--- config.mk ---
export PLATFORM = sky130hd
export DESIGN_NAME = seg16_scroll_ctrl
export DESIGN_NICKNAME = d
export VERILOG_FILES = /design/src/rtl/seg16_pkg.sv /design/src/rtl/seg16_msg_buf.sv /design/src/rtl/seg16_scroll_ctrl.sv
export SDC_FILE = /design/constraint.sdc
export NUM_CORES = 1
export LEC_CHECK = 0
export BUFFER_PORTS_ARGS = -buffer_cell sky130_fd_sc_hd__buf_2
export CAP_MARGIN = 5
export CORE_ASPECT_RATIO = 1.2
export CORE_UTILIZATION = 30
export CTS_BUF_LIST = sky130_fd_sc_hd__clkbuf_4 sky130_fd_sc_hd__clkbuf_8
export DETAILED_ROUTE_END_ITERATION = 8
export GPL_TIMING_DRIVEN = 0
export SETUP_SLACK_MARGIN = 0.3
export SYNTH_ARGS = -nofsm -noshare
export SYNTH_HDL_FRONTEND = slang
export SYNTH_HIERARCHICAL = 1
export SYNTH_SLANG_ARGS = --single-unit
--- constraint.sdc ---
create_clock -name clk -period 5.9 [get_ports clk]
set_input_delay 0.885 -clock clk [delete_from_list [all_inputs] [get_ports clk]]
set_output_delay 0.885 -clock clk [all_outputs]
set_load 0.01 [all_outputs]
--- src/rtl/seg16_pkg.sv ---
// Shared types and constants for the 16-segment scroll controller slice.
package seg16_pkg;

   typedef logic [7:0] char_t;

   typedef enum logic [1:0] {
      IDLE,
      LOAD,
      WRITE,
      WAIT
   } state_t;

   localparam int unsigned NUM_DIGITS_DEF = 6;
   localparam char_t       BLANK_CHAR_DEF = 8'h20;
   localparam char_t       ASCII_LOWER_A  = 8'h61;
   localparam char_t       ASCII_LOWER_Z  = 8'h7A;

   // Lower-case ASCII letters map to upper case; everything else passes through.
   function automatic char_t to_upper(input char_t c);
      if ((c >= ASCII_LOWER_A) && (c <= ASCII_LOWER_Z)) begin
         return c - 8'h20;
      end
      return c;
   endfunction

endpackage

--- src/rtl/seg16_msg_buf.sv ---
// Message character storage: one synchronous write port, one combinational
// read port. Carries no length or sequencing logic.
module seg16_msg_buf
   import seg16_pkg::*;
#(
   parameter int unsigned MAX_MSG = 32,
   localparam int unsigned IW     = (MAX_MSG > 1) ? $clog2(MAX_MSG) : 1
) (
   input  logic          clk,
   input  logic          we_i,
   input  logic [IW-1:0] wr_idx_i,
   input  char_t         wr_data_i,
   input  logic [IW-1:0] rd_idx_i,
   output char_t         rd_data_o
);

   char_t mem_q [MAX_MSG];

   // Store an accepted character at its message index.
   always_ff @(posedge clk) begin
      if (we_i) begin
         mem_q[wr_idx_i] <= wr_data_i;
      end
   end

   assign rd_data_o = mem_q[rd_idx_i];

endmodule

--- src/rtl/seg16_scroll_ctrl.sv ---
// Sequencer feeding the 6-digit 16-segment display driver: collects an ASCII
// message, writes a NUM_DIGITS-wide window into the driver's character store
// (one position per matching digit_sel) and scrolls long messages.
// Optional build macro SEG16_UPPERCASE_EN: store 'a'..'z' as upper case.
module seg16_scroll_ctrl
   import seg16_pkg::*;
#(
   parameter int unsigned NUM_DIGITS = NUM_DIGITS_DEF,
   parameter int unsigned MAX_MSG    = 32,
   parameter int unsigned SCROLL_DIV = 25000000,
   parameter char_t       BLANK_CHAR = BLANK_CHAR_DEF
) (
   input  logic       clk,
   input  logic       rst,
   input  logic       msg_valid,
   output logic       msg_ready,
   input  logic [7:0] msg_char,
   input  logic       msg_last,
   input  logic       msg_clear,
   input  logic       scroll_en,
   input  logic [2:0] disp_digit_sel,
   output logic       disp_load,
   output logic [7:0] disp_char,
   output logic       busy,
   output logic [5:0] msg_len
);

   localparam int unsigned LW = $clog2(MAX_MSG + 1);
   localparam int unsigned OW = (MAX_MSG > 1) ? $clog2(MAX_MSG) : 1;
   localparam int unsigned TW = (SCROLL_DIV > 1) ? $clog2(SCROLL_DIV) : 1;

   state_t        state_q, state_d;
   logic [LW-1:0] len_q, len_d;
   logic [OW-1:0] offset_q, offset_d;
   logic [2:0]    wr_pos_q, wr_pos_d;
   logic [TW-1:0] timer_q, timer_d;

   logic          buf_we;
   logic [OW-1:0] buf_wr_idx;
   char_t         in_char;
   logic [OW-1:0] rd_idx;
   char_t         rd_char;
   logic [LW:0]   win_sum;
   logic          scroll_mode;
   logic          digit_hit;
   char_t         win_char;

`ifdef SEG16_UPPERCASE_EN
   assign in_char = to_upper(msg_char);
`else
   assign in_char = msg_char;
`endif

   assign scroll_mode = (len_q > LW'(NUM_DIGITS));
   assign digit_hit   = (disp_digit_sel == wr_pos_q);

   seg16_msg_buf #(
      .MAX_MSG (MAX_MSG)
   ) u_msg_buf (
      .clk       (clk),
      .we_i      (buf_we),
      .wr_idx_i  (buf_wr_idx),
      .wr_data_i (in_char),
      .rd_idx_i  (rd_idx),
      .rd_data_o (rd_char)
   );

   // Window lookup: (offset + wr_pos) mod len via a single conditional subtract.
   always_comb begin
      win_sum = (LW+1)'(offset_q) + (LW+1)'(wr_pos_q);
      if (win_sum >= {1'b0, len_q}) begin
         win_sum = win_sum - {1'b0, len_q};
      end
      rd_idx   = scroll_mode ? OW'(win_sum) : OW'(wr_pos_q);
      win_char = (scroll_mode || (LW'(wr_pos_q) < len_q)) ? rd_char : BLANK_CHAR;
   end

   // State register and datapath registers.
   always_ff @(posedge clk or posedge rst) begin
      if (rst) begin
         state_q  <= IDLE;
         len_q    <= '0;
         offset_q <= '0;
         wr_pos_q <= '0;
         timer_q  <= '0;
      end else begin
         state_q  <= state_d;
         len_q    <= len_d;
         offset_q <= offset_d;
         wr_pos_q <= wr_pos_d;
         timer_q  <= timer_d;
      end
   end

   // Next-state logic; msg_clear overrides every state and any valid character.
   always_comb begin
      state_d    = state_q;
      len_d      = len_q;
      offset_d   = offset_q;
      wr_pos_d   = wr_pos_q;
      timer_d    = timer_q;
      buf_we     = 1'b0;
      buf_wr_idx = OW'(len_q);
      if (msg_clear) begin
         // Empty message makes every window position blank; WRITE then exits to IDLE.
         state_d  = WRITE;
         len_d    = '0;
         offset_d = '0;
         wr_pos_d = '0;
         timer_d  = '0;
      end else begin
         case (state_q)
            IDLE: begin
               if (msg_valid) begin
                  buf_we     = 1'b1;
                  buf_wr_idx = '0;
                  len_d      = LW'(1);
                  offset_d   = '0;
                  wr_pos_d   = '0;
                  timer_d    = '0;
                  state_d    = (msg_last || (MAX_MSG == 1)) ? WRITE : LOAD;
               end
            end
            LOAD: begin
               if (msg_valid) begin
                  buf_we = 1'b1;
                  len_d  = len_q + 1'b1;
                  if (msg_last || (len_q == LW'(MAX_MSG - 1))) begin
                     state_d = WRITE;
                  end
               end
            end
            WRITE: begin
               if (digit_hit) begin
                  if (wr_pos_q == 3'(NUM_DIGITS - 1)) begin
                     wr_pos_d = '0;
                     timer_d  = '0;
                     state_d  = (len_q == '0) ? IDLE : WAIT;
                  end else begin
                     wr_pos_d = wr_pos_q + 3'd1;
                  end
               end
            end
            WAIT: begin
               if (scroll_mode && scroll_en) begin
                  if (timer_q == TW'(SCROLL_DIV - 1)) begin
                     timer_d  = '0;
                     offset_d = (LW'(offset_q) == (len_q - 1'b1)) ? '0 : offset_q + 1'b1;
                     state_d  = WRITE;
                  end else begin
                     timer_d = timer_q + 1'b1;
                  end
               end
            end
            default: state_d = IDLE;
         endcase
      end
   end

   // Outputs decoded from registered state plus msg_clear / digit_sel.
   always_comb begin
      msg_ready = 1'b0;
      disp_load = 1'b0;
      disp_char = BLANK_CHAR;
      busy      = 1'b1;
      case (state_q)
         IDLE: begin
            msg_ready = !msg_clear;
            busy      = 1'b0;
         end
         LOAD: msg_ready = !msg_clear;
         WRITE: begin
            disp_load = digit_hit && !msg_clear;
            disp_char = win_char;
         end
         default: ;
      endcase
   end

   assign msg_len = 6'(len_q);

endmodule

==> out/metrics.csv <==
metric;value;unit
status;finished, violations left;
violated checks;setup timing;
CP Cell Sequence;ha_4 -> fa_2 -> a21o_1 -> nand2_2 -> xnor2_2 -> ha_1 -> and3_1 -> a31oi_1 -> o21ai_1 -> a21oi_2 -> buf_4 -> a21oi_2 -> a22o_1 -> buf_12 -> buf_16 -> mux4_2 -> mux4_2 -> mux2_4 -> or3_4 -> buf_6;
part of the Yosys area used for sequential elements;66.8;%
critical path arrival;5.39;ns
Cells after Synth;794;
clk buf depth;3;
Max Fclk;159;MHz
# hold bufs at CTS;0;
maxcap violations;0;
Final Hold Viols;0;
total I/O pin count;34;
pin count of the biggest net entering global routing;42;
core area;0.0428;mm^2
Max Clock Skew;0.0351;ns
cell family with most CP delay;multiplexers;
PnR worst setup slack;-0.379;ns
Starting Density;30.5;%
Warnings, synthesis;6;
Vias;7500;
Post-synth EDFFs;256;
Slew @ Worst Pin;0.904;ns
GPL Wtd Cong;0.821;
total track usage;13.4;%
leakage;0.00508;uW
FP Rows;83;
Yosys reg bits;297;
final WL;29500;um
commonest non-fill, non-tap cell in the layout;edfxtp_1;
post-synth cell types;58;
WL met2;14000;um
CP Class;reg2out;
met3 wire len;1710;um
area of the multi-input gates;0.00421;mm^2
Crit-path slowest cell;mux4_2;
syn_area_per_cell;16.4;um^2
Layout area overhead;17.5;%
register area;0.00872;mm^2
Clock Sinks;297;
Primary FF master, synth;edfxtp_1;
setup violators final;8;
Top Layer Used;met4;
critical-path maximum fanout;7;
Avg WL per Cell;19.9;um
fill count;4050;
Worst Setup Start Kind;flop;
vias in the first global route;7548;
initial antenna violation count;0;
max incr delay on CP;0.50;ns
Clk Tree Root Cell;clkbuf_8;
Post-DRT Antenna Nets;0;
share of cells above drive strength 1;30.5;%
initial drt markers;441;
drt first pass iters;5;
Port Buf Inserts;33;
Die Y;230;um
DIE WIDTH;192;um
final period utilization;106;%
RSZ-0062 raised after global routing;true;
total chip power;4510;uW
post-layout util;35.8;%
global-route wire length before repair;44700;um
hold crit path type;reg2reg;
post-route minimum period;6.28;ns
dpl hpwl;19200;um
CTS H-Tree Depth;2;
worst-skew pair later-pin latency;0.59;ns
Critical Path RT;5.02;ns
clock slew seen by the registers of the worst setup and hold paths;0.06;ns
CP endpoint kind;primary output;
most frequent cells in the layout;256 x edfxtp_1, 80 x mux4_2, 68 x nor2_1, 49 x clkbuf_8, 41 x o21ai_0;
CTS tree;yes;
CTS Buf Count;48;
mapped cell area;0.0130;mm^2
Cell Pwr Density;295;mW/mm^2
Buf/Inv on CP;4;
Mapped Nets;829;
wire length on met1;13200;um
slew margin rel.;39.6;%
GR Overflow Total;0;
DRC viols;0;
Final Slew Violations;0;
total inserted antenna cells;0;
vias per cell;5.05;
FFs w/ async S/R, synth;13.8;%
VDD IR max;0.000198;V
full die area;0.0443;mm^2
Nets;941;
-- timing repair --
action,4_1_cts,5_1_grt
gates resized for setup,84,7
setup endpoints to repair,8,8
buffers inserted,17,12
pin swaps,6,5
-- final cells by class --
cell class	instances	share of cell area (%)
plain buffers	34	1.98
clock buffers	58	4.80
clock inverters	19	0.874
inverters	15	0.368
multi-input cells	448	27.5
flip-flops and latches	297	56.9
well taps	552	4.51
repair buffers	62	3.03
-- Yosys cell counts, types with 9 or more instances --
cell / n / area, um^2
and3_1: 13 / 81.3
o31ai_1: 9 / 67.6
clkbuf_1: 12 / 45.0
xnor2_1: 13 / 114
nand4_1: 11 / 68.8
mux2_2: 11 / 124
o21ai_0: 42 / 210
edfxtp_1: 256 / 7690
ha_1: 16 / 200
dfrtp_1: 41 / 1030
nor2_1: 68 / 255
inv_1: 14 / 52.6
nand2_1: 35 / 131
nand3_1: 23 / 115
mux4_2: 80 / 1800
a21oi_1: 22 / 110
and2_1: 11 / 68.8
-- metrics by stage --
| stage | std cells | setup TNS [ns] | cell area, um^2 | hold slack, ns | worst slack (ns) |
|---|---|---|---|---|---|
| final | 1485 | -2.40 | 15300 | 0.481 | -0.379 |
| after global placement | 1379 | -6.37 | 13900 | 0.461 | -1.05 |
| after detailed placement | 1379 | -5.62 | 13900 | 0.475 | -0.951 |
| after global routing | 1485 | -3.86 | 15300 | 0.507 | -0.554 |
| after CTS | 1473 | -2.60 | 15200 | 0.482 | -0.398 |
| after floorplan | 794 | 0 | 13000 | 0.437 | 0.304 |
-- state kept, by name, indices dropped and copies added (netlist names) --
| signal | count |
|---|---|
| offset_q | 5 |
| wr_pos_q | 3 |
| state_q | 2 |
| u_msg_buf/mem_q | 256 |
| timer_q | 25 |
| msg_len | 6 |
-- kinds of logic after synthesis --
logic type	synth area share, %
buffers and inverters	1.78
xor gates and xnor gates	1.08
adders and majority gates	1.84
DFF	66.8
muxes	15.1
AOI/OAI and AO/OA	5.00
and+or+nand+nor	8.39
-- worst register-to-register path: stages, from the launching register on --
cell and delay [ns]:
dfrtp_1 0.46, nor2_1 0.33, and3_1 0.35, nor2_1 0.12
or3b_2 0.47, clkbuf_1 0.27, nor2_1 0.75
-- path summary, 6_finish.rpt --
check / startpoint / endpoint / slack (ns) / cells after the start
setup / recovery: wr_pos_q[0]$_DFFE_PP0P_ / disp_char[5] / -0.38 / 20
hold / removal: timer_q[19]$_DFFE_PP0P_ / timer_q[19]$_DFFE_PP0P_ / 0.48 / 1
setup reg to reg: state_q[1]$_DFFE_PP0P_ / u_msg_buf/mem_q[0][5]$_DFFE_PP_ / 2.79 / 6
hold reg to reg: timer_q[19]$_DFFE_PP0P_ / timer_q[19]$_DFFE_PP0P_ / 0.48 / 1
max in group asynchronous: rst / wr_pos_q[0]$_DFFE_PP0P_ / 4.79 / 2
min in group asynchronous: rst / msg_len[1]$_DFFE_PP0P_ / 0.49 / 2
-- report_power, final --
| group | switching (uW) | total [uW] | internal (uW) |
|---|---|---|---|
| clock network | 805 | 1670 | 868 |
| logic | 290 | 521 | 231 |
| registers | 18.4 | 2320 | 2300 |
-- routing by layer --
layer	vias up	GRT usage, %
li1	3374	-
met1	3861	18.3
met2	217	21.3
met3	48	2.99
met4	0	3.89
met5	-	0
Power figures use the tool's default switching activity.
